### src/rtl/rgb_pwm_pkg.sv
// rgb_pwm_pkg: shared types and constants for the RGB PWM fader.
// Build option: RGB_PWM_GAMMA_EN (see rgb_pwm_channel) selects quadratic
// brightness mapping; undefined gives a linear level-to-duty mapping.
package rgb_pwm_pkg;

  // Level and PWM counter width; the SB_RGBA_DRV path is designed around 8 bits.
  localparam int PWM_BITS = 8;

  // 12 MHz / 12000 = 1 ms per fade step.
  localparam int TICK_DIV_DEFAULT = 12000;

  // Tick counter width; covers the full legal TICK_DIV range 2..65535.
  localparam int TICK_W = 16;

  typedef logic [PWM_BITS-1:0] level_t;

  typedef enum logic {
    IDLE = 1'b0,
    FADE = 1'b1
  } fade_state_t;

endpackage

### src/rtl/rgb_pwm_channel.sv
// rgb_pwm_channel: one colour channel of the fader. Holds the current level
// and its target, steps the level one LSB toward the target when told to,
// and produces a registered PWM bit by comparing the (optionally gamma
// mapped) level against the shared free-running PWM counter.
// Build option: RGB_PWM_GAMMA_EN defined -> eff_level = (level*level) >> 8.
module rgb_pwm_channel
  import rgb_pwm_pkg::*;
(
  input  logic                clk,
  input  logic                rst_n,
  input  logic [PWM_BITS-1:0] pwm_cnt,
  input  logic [PWM_BITS-1:0] cmd_level,
  input  logic                load_target,
  input  logic                load_level,
  input  logic                step,
  output logic                pwm,
  output logic                at_target,
  output logic                at_target_nxt,
  output logic                cmd_match
);

  level_t level_q;
  level_t target_q;
  level_t level_step;
  level_t eff_level;
  logic   pwm_p1;

  // One LSB toward the target; never overshoots, so no wrap 0 <-> 255.
  function automatic level_t step_toward(input level_t cur, input level_t tgt);
    logic signed [PWM_BITS:0] diff;
    diff = $signed({1'b0, tgt}) - $signed({1'b0, cur});
    if (diff == '0) begin
      return cur;
    end else if (diff[PWM_BITS]) begin
      return cur - level_t'(1);
    end else begin
      return cur + level_t'(1);
    end
  endfunction

`ifdef RGB_PWM_GAMMA_EN
  // Quadratic perceptual mapping: full 16-bit square, keep the top byte.
  function automatic level_t gamma_map(input level_t lvl);
    logic [2*PWM_BITS-1:0] prod;
    prod = {{PWM_BITS{1'b0}}, lvl} * {{PWM_BITS{1'b0}}, lvl};
    return level_t'(prod >> PWM_BITS);
  endfunction

  assign eff_level = gamma_map(level_q);
`else
  assign eff_level = level_q;
`endif

  assign level_step    = step_toward(level_q, target_q);
  assign at_target     = (level_q == target_q);
  assign at_target_nxt = (level_step == target_q);
  assign cmd_match     = (cmd_level == level_q);
  assign pwm           = pwm_p1;

  // Level/target registers: an instant load overrides any fade step.
  always_ff @(posedge clk or negedge rst_n) begin
    if (!rst_n) begin
      level_q  <= '0;
      target_q <= '0;
    end else begin
      if (load_target) begin
        target_q <= cmd_level;
      end
      if (load_level) begin
        level_q <= cmd_level;
      end else if (step) begin
        level_q <= level_step;
      end
    end
  end

  // Registered compare: high while the shared counter is below the level.
  always_ff @(posedge clk or negedge rst_n) begin
    if (!rst_n) begin
      pwm_p1 <= 1'b0;
    end else begin
      pwm_p1 <= (pwm_cnt < eff_level);
    end
  end

endmodule

### src/rtl/rgb_pwm_fader.sv
// rgb_pwm_fader: three-channel PWM generator with a timed fade engine,
// feeding RGB0PWM/RGB1PWM/RGB2PWM of SB_RGBA_DRV. Accepts a target colour on
// a valid/ready interface and either jumps to it or fades one LSB per tick.
// Build option: RGB_PWM_GAMMA_EN enables gamma mapping inside each channel;
// handshake, fade and done timing are the same in both builds.
module rgb_pwm_fader
  import rgb_pwm_pkg::*;
#(
  // Clock cycles per fade tick; legal range 2..65535.
  parameter int TICK_DIV = TICK_DIV_DEFAULT
) (
  input  logic                hw_clk,
  input  logic                rst_n,
  input  logic                cmd_valid,
  output logic                cmd_ready,
  input  logic                cmd_instant,
  input  logic [PWM_BITS-1:0] cmd_r,
  input  logic [PWM_BITS-1:0] cmd_g,
  input  logic [PWM_BITS-1:0] cmd_b,
  output logic                pwm_r,
  output logic                pwm_g,
  output logic                pwm_b,
  output logic                busy,
  output logic                done
);

  localparam logic [TICK_W-1:0] TICK_LAST = TICK_W'(TICK_DIV - 1);

  fade_state_t       state_q;
  fade_state_t       state_nxt;
  level_t            pwm_cnt;
  logic [TICK_W-1:0] tick_cnt;
  logic              tick;
  logic              done_q;
  logic              done_nxt;
  logic              cmd_accept;
  logic              load_target;
  logic              load_level;
  logic              step;
  logic [2:0]        at_target;
  logic [2:0]        at_target_nxt;
  logic [2:0]        cmd_match;
  logic [2:0]        pwm_bits;
  level_t            cmd_lvl [3];

  assign cmd_lvl[0] = cmd_r;
  assign cmd_lvl[1] = cmd_g;
  assign cmd_lvl[2] = cmd_b;

  assign tick       = (tick_cnt == TICK_LAST);
  assign cmd_ready  = (state_q == IDLE);
  assign busy       = (state_q == FADE);
  assign cmd_accept = cmd_valid && cmd_ready;
  assign done       = done_q;
  assign pwm_r      = pwm_bits[0];
  assign pwm_g      = pwm_bits[1];
  assign pwm_b      = pwm_bits[2];

  // Shared 8-bit PWM counter, free-running with natural wrap 255 -> 0.
  always_ff @(posedge hw_clk or negedge rst_n) begin
    if (!rst_n) begin
      pwm_cnt <= '0;
    end else begin
      pwm_cnt <= pwm_cnt + level_t'(1);
    end
  end

  // Fade tick divider; free-running and never restarted by commands.
  always_ff @(posedge hw_clk or negedge rst_n) begin
    if (!rst_n) begin
      tick_cnt <= '0;
    end else if (tick) begin
      tick_cnt <= '0;
    end else begin
      tick_cnt <= tick_cnt + TICK_W'(1);
    end
  end

  // FSM state and the registered one-cycle done pulse.
  always_ff @(posedge hw_clk or negedge rst_n) begin
    if (!rst_n) begin
      state_q <= IDLE;
      done_q  <= 1'b0;
    end else begin
      state_q <= state_nxt;
      done_q  <= done_nxt;
    end
  end

  // Next state, channel load/step strobes and done; ticks only act in FADE,
  // so a tick coinciding with command acceptance is ignored.
  always_comb begin
    state_nxt   = state_q;
    done_nxt    = 1'b0;
    load_target = 1'b0;
    load_level  = 1'b0;
    step        = 1'b0;
    case (state_q)
      IDLE: begin
        if (cmd_accept) begin
          load_target = 1'b1;
          if (cmd_instant) begin
            load_level = 1'b1;
            done_nxt   = 1'b1;
          end else if (&cmd_match) begin
            done_nxt = 1'b1;
          end else begin
            state_nxt = FADE;
          end
        end
      end
      FADE: begin
        // Defensive exit: FADE is only entered with a mismatch, so this
        // branch normally never fires.
        if (&at_target) begin
          state_nxt = IDLE;
          done_nxt  = 1'b1;
        end else if (tick) begin
          step = 1'b1;
          if (&at_target_nxt) begin
            state_nxt = IDLE;
            done_nxt  = 1'b1;
          end
        end
      end
      default: begin
        state_nxt = IDLE;
      end
    endcase
  end

  for (genvar ch = 0; ch < 3; ch++) begin : g_ch
    rgb_pwm_channel u_ch (
      .clk           (hw_clk),
      .rst_n         (rst_n),
      .pwm_cnt       (pwm_cnt),
      .cmd_level     (cmd_lvl[ch]),
      .load_target   (load_target),
      .load_level    (load_level),
      .step          (step),
      .pwm           (pwm_bits[ch]),
      .at_target     (at_target[ch]),
      .at_target_nxt (at_target_nxt[ch]),
      .cmd_match     (cmd_match[ch])
    );
  end

endmodule

### config.mk
export PLATFORM = sky130hd
export DESIGN_NAME = rgb_pwm_fader
export DESIGN_NICKNAME = d
export VERILOG_FILES = /design/src/rtl/rgb_pwm_pkg.sv /design/src/rtl/rgb_pwm_channel.sv /design/src/rtl/rgb_pwm_fader.sv
export SDC_FILE = /design/constraint.sdc
export NUM_CORES = 1
export LEC_CHECK = 0
export ABC_AREA = 1
export BUFFER_PORTS_ARGS = -buffer_cell sky130_fd_sc_hd__buf_2
export CAP_MARGIN = 10
export CORE_ASPECT_RATIO = 0.75
export CORE_MARGIN = 4
export CORE_UTILIZATION = 58
export DETAILED_ROUTE_END_ITERATION = 16
export GPL_ROUTABILITY_DRIVEN = 0
export HOLD_SLACK_MARGIN = 0.15
export PLACE_DENSITY = 0.77
export SLEW_MARGIN = 10
export SYNTH_ARGS = -nofsm -noshare
export SYNTH_HDL_FRONTEND = slang
export SYNTH_HIERARCHICAL = 1
export SYNTH_SLANG_ARGS = --single-unit
### constraint.sdc
create_clock -name hw_clk -period 3.6 [get_ports hw_clk]
set_clock_uncertainty 0.15 [all_clocks]
set_input_delay 0 -clock hw_clk [delete_from_list [all_inputs] [get_ports hw_clk]]
set_output_delay 0 -clock hw_clk [all_outputs]
set_load 0.01 [all_outputs]
==> metrics.md <==
| Metric | Value |
|---|---|
| Leakage power | `5.16 nW` |
| Core occupancy in the finished layout | `77.4%` |
| Worst-case headroom to the max-slew limit | `30.9%` |
| Synthesized area divided by synthesized cell count | `6.58 sq um` |
| Post-CTS clock slew at the launch and capture registers of the worst setup and hold paths | `0.07 ns` |
| CTS tree | `built` |
| Class of the most critical hold timing path | `in -> async` |
| Crit Reg-Reg Startpoint | `g_ch[0].u_ch/target_q[0]$_DFFE_PN0P_` |
| Critical Path Max Stage Delay | `0.37 ns` |
| Violations in the final reports | `negative setup slack` |
| Total negative setup slack | `-0.501 ns` |
| Total congestion overflow after global routing | `0` |
| Core box area | `12500 sq um` |
| Antenna violations before repair | `0` |
| Area share of the leading cell type in the synthesized netlist | `25.4%` |
| Clock period minus worst slack | `3.85 ns` |
| Worst Hold Margin | `0.234 ns` |
| Highest Clock Rate | `0.260 GHz` |
| Root buffer cell | `sky130_fd_sc_hd__clkbuf_16` |
| Post-detailed-route wirelength per cell | `14.9 um` |
| Cell types with the highest counts after synthesis | `sky130_fd_sc_hd__nand2_1, sky130_fd_sc_hd__inv_1, sky130_fd_sc_hd__nand3_1, sky130_fd_sc_hd__dfrtp_1, sky130_fd_sc_hd__nor2_1` |
| Num rows | `35` |
| Buffers & Inverters on Critical Path | `4` |
| Count of warnings emitted by yosys | `6` |
| Proportion of synthesized chip area in sequential cells | `25.4%` |
| Power density normalized to cell area | `191 nW/um^2` |
| Synthesized net count | `1254` |
| Commonest register cell after synthesis | `sky130_fd_sc_hd__dfrtp_1` |
| Area of placed instances | `8750 sq um` |
| Worst-path fanout max | `4` |
| Number of different library cells in the post-synthesis netlist | `41` |
| Number of vias per cell | `5.41` |
| # H-tree levels | `3` |
| Number of global-route vias before repair | `7990` |
| Width of the chip | `140 um` |
| Result of the run | `finished, violations left` |
| Critical Path Most Common Cell | `sky130_fd_sc_hd__nand2_2` |
| Worst VDD drop | `0.231 mV` |
| Layout cell share with drive strength beyond 1 | `21.1%` |
| Pin count of the biggest net entering global routing | `78` |
| Height of the die | `107 um` |
| Final hold viol count | `0` |
| Initial Utilization | `60.6%` |
| Area delta synth->final | `27.7%` |
| Number of synthesized register bits | `77` |
| Top-level I/O count | `34` |
| Final design instance area without fill | `9700 sq um` |
| Total of buffers placed on input and output ports | `33` |
| Unrepaired setup endpoints after global routing | `true` |
| Sinks on Clock Net | `77` |
| Remaining antenna violation count after routing | `0` |
| Post-synth top area cell | `sky130_fd_sc_hd__dfrtp_1` |
| Final worst-path setup slack | `-0.253 ns` |
| Cells after Synth | `1155` |
| Cell with the biggest individual delay on the critical path | `sky130_fd_sc_hd__dfrtp_1` |
| Sum of internal, switching and leakage power | `1.85 mW` |
| Combined area of all synthesized cells | `7590 sq um` |
| Final net count | `1442` |
| Max-cap viol count | `0` |
| Most instantiated library cell after synthesis | `sky130_fd_sc_hd__nand2_1` |
| Worst setup path startpoint | `g_ch[0].u_ch/target_q[0]$_DFFE_PN0P_` |
| Number of DRC markers after the initial detailed-route iteration | `642` |
| Least-Margin Pin Slew | `1.04 ns` |
| Final cycle utilization of the critical path | `107%` |
| Global-route wire length before repair | `37000 um` |
| Clk_lat worst skew | `0.35 ns` |
| Sort of element at the end of the critical path | `register` |
| Die footprint | `15000 sq um` |
| Startpoint type of the worst setup path | `register` |
| Post-synthesis async set-or-reset flop share | `100%` |
| DP Worst Slack | `-0.474 ns` |
| DR DRC count | `0` |
| Diodes inserted | `0` |
| DP Cell Count | `1457` |
| Setup violation total in the final timing report | `2` |
| Number of enable flip-flop cells after synthesis | `0` |
| Setup Crit Path Kind | `reg -> reg` |
| Global router's overall resource usage | `29.9%` |
| Vias post-DR | `8187` |
| Number of optimization iterations in the first detailed-route pass | `5` |
| Final Non-Filler Cells | `1514` |
| TritonCTS buffer count | `9` |
| Category of cells accounting for the largest share of critical-path delay | `simple AND/OR/NAND/NOR gates` |
| CTS Buffer Depth | `2` |
| Slew Limit Fails | `0` |
| Synth area leaders | `sky130_fd_sc_hd__dfrtp_1, sky130_fd_sc_hd__nand2_1, sky130_fd_sc_hd__ha_1` |
| Half-perimeter wire length after placement | `16400 um` |
| Critical Path AT | `3.94 ns` |
| Drt total wl | `22500 um` |
| Critical path data required time | `3.69 ns` |
[layout by cell type (no fill, tap or decap), drive strengths merged]
cell,netlist,layout
a21o,1,1
o22ai,6,6
dlygate4sd3,0,28
xnor2,17,17
o21a,3,3
o21ai,51,51
a31o,1,1
o221ai,6,6
nor2,82,82
a22oi,12,12
and3,1,1
and2,1,1
nor4,6,6
nand2,365,365
clkinv,1,1
xor2,22,22
a31oi,1,1
dfrtp,77,77
o21bai,3,3
clkinvlp,0,4
or2,9,9
a21oi,50,50
nand4,22,22
ha,65,65
nand3,131,131
fa,6,6
inv,187,190
clkbuf,5,9
buf,12,166
a2111oi,2,2
nor3,5,5
o211ai,5,5
[worst register-to-register path: cells and delay by family, from the launching register on]
family	cells	cell delay, ns
AND/OR/NAND/NOR	20	1.97
adder cells (fa/ha/maj)	3	0.76
buffers and inverters	4	0.38
flip-flops	1	0.37
AO/OA/AOI/OAI	1	0.15
[per-layer routing]
metal  GRT usage, %  routed length, um  up-vias  part of all wire (%)
met3           5.57               1830       44                   8.1
met2           46.9               9940      333                    44
li1               -                  -     4117                     -
met5              0                  0        -                     0
met4           9.06                434        0                   1.9
met1           42.2              10300     3693                    46
[area by class of cell]
type                       count  area [sq um]
timing repair buffer         194          1460
sequential                    77          1930
clock buffer                   9           225
clock inverter                 7          62.6
multi-input combinational    873          5110
fill                         954          2830
inverter                     188           709
tap                          166           208
[power by group]
group,leakage (nW),internal [mW],switching (mW)
sequential,0.838,0.865,0
combinational,4.19,0.0400,0.0465
clock,0.133,0.482,0.418
total,5.16,1.39,0.465
[cells by family after synthesis]
family / share of synthesized area [%]
AOI/OAI and AO/OA: 11.1
xor gates and xnor gates: 4.50
adders and majority gates: 12.3
buffers and inverters: 10.9
DFF: 25.4
and+or+nand+nor: 35.8
[state kept, by name, summed over array words and instances, names as in the netlist]
| signal | flops |
|---|---|
| g_ch.u_ch/pwm | 3 |
| pwm_cnt | 8 |
| tick_cnt | 16 |
| busy | 1 |
| g_ch.u_ch/eff_level | 24 |
| done | 1 |
| g_ch.u_ch/target_q | 24 |
[what timing repair did]
action | 4_1_cts | 5_1_grt
pin swaps | 12 | 19
hold buffers | 28 | 0
setup endpoints to repair | 2 | 3
buffers inserted | 6 | 7
hold endpoints to repair | 127 | 0
resized for setup | 15 | 40
[final timing paths]
path	slack (ns)	cells after the start	to
worst max-delay path	-0.25	28	busy$_DFF_PN0_
worst min-delay path	0.23	2	g_ch[0].u_ch/target_q[7]$_DFFE_PN0P_
worst max register to register	-0.25	28	busy$_DFF_PN0_
worst min register to register	0.34	1	tick_cnt[0]$_DFF_PN0_
max in group asynchronous	2.39	2	g_ch[2].u_ch/target_q[5]$_DFFE_PN0P_
min in group hw_clk	0.29	4	g_ch[2].u_ch/target_q[6]$_DFFE_PN0P_
(Power assumes the default switching activity.)
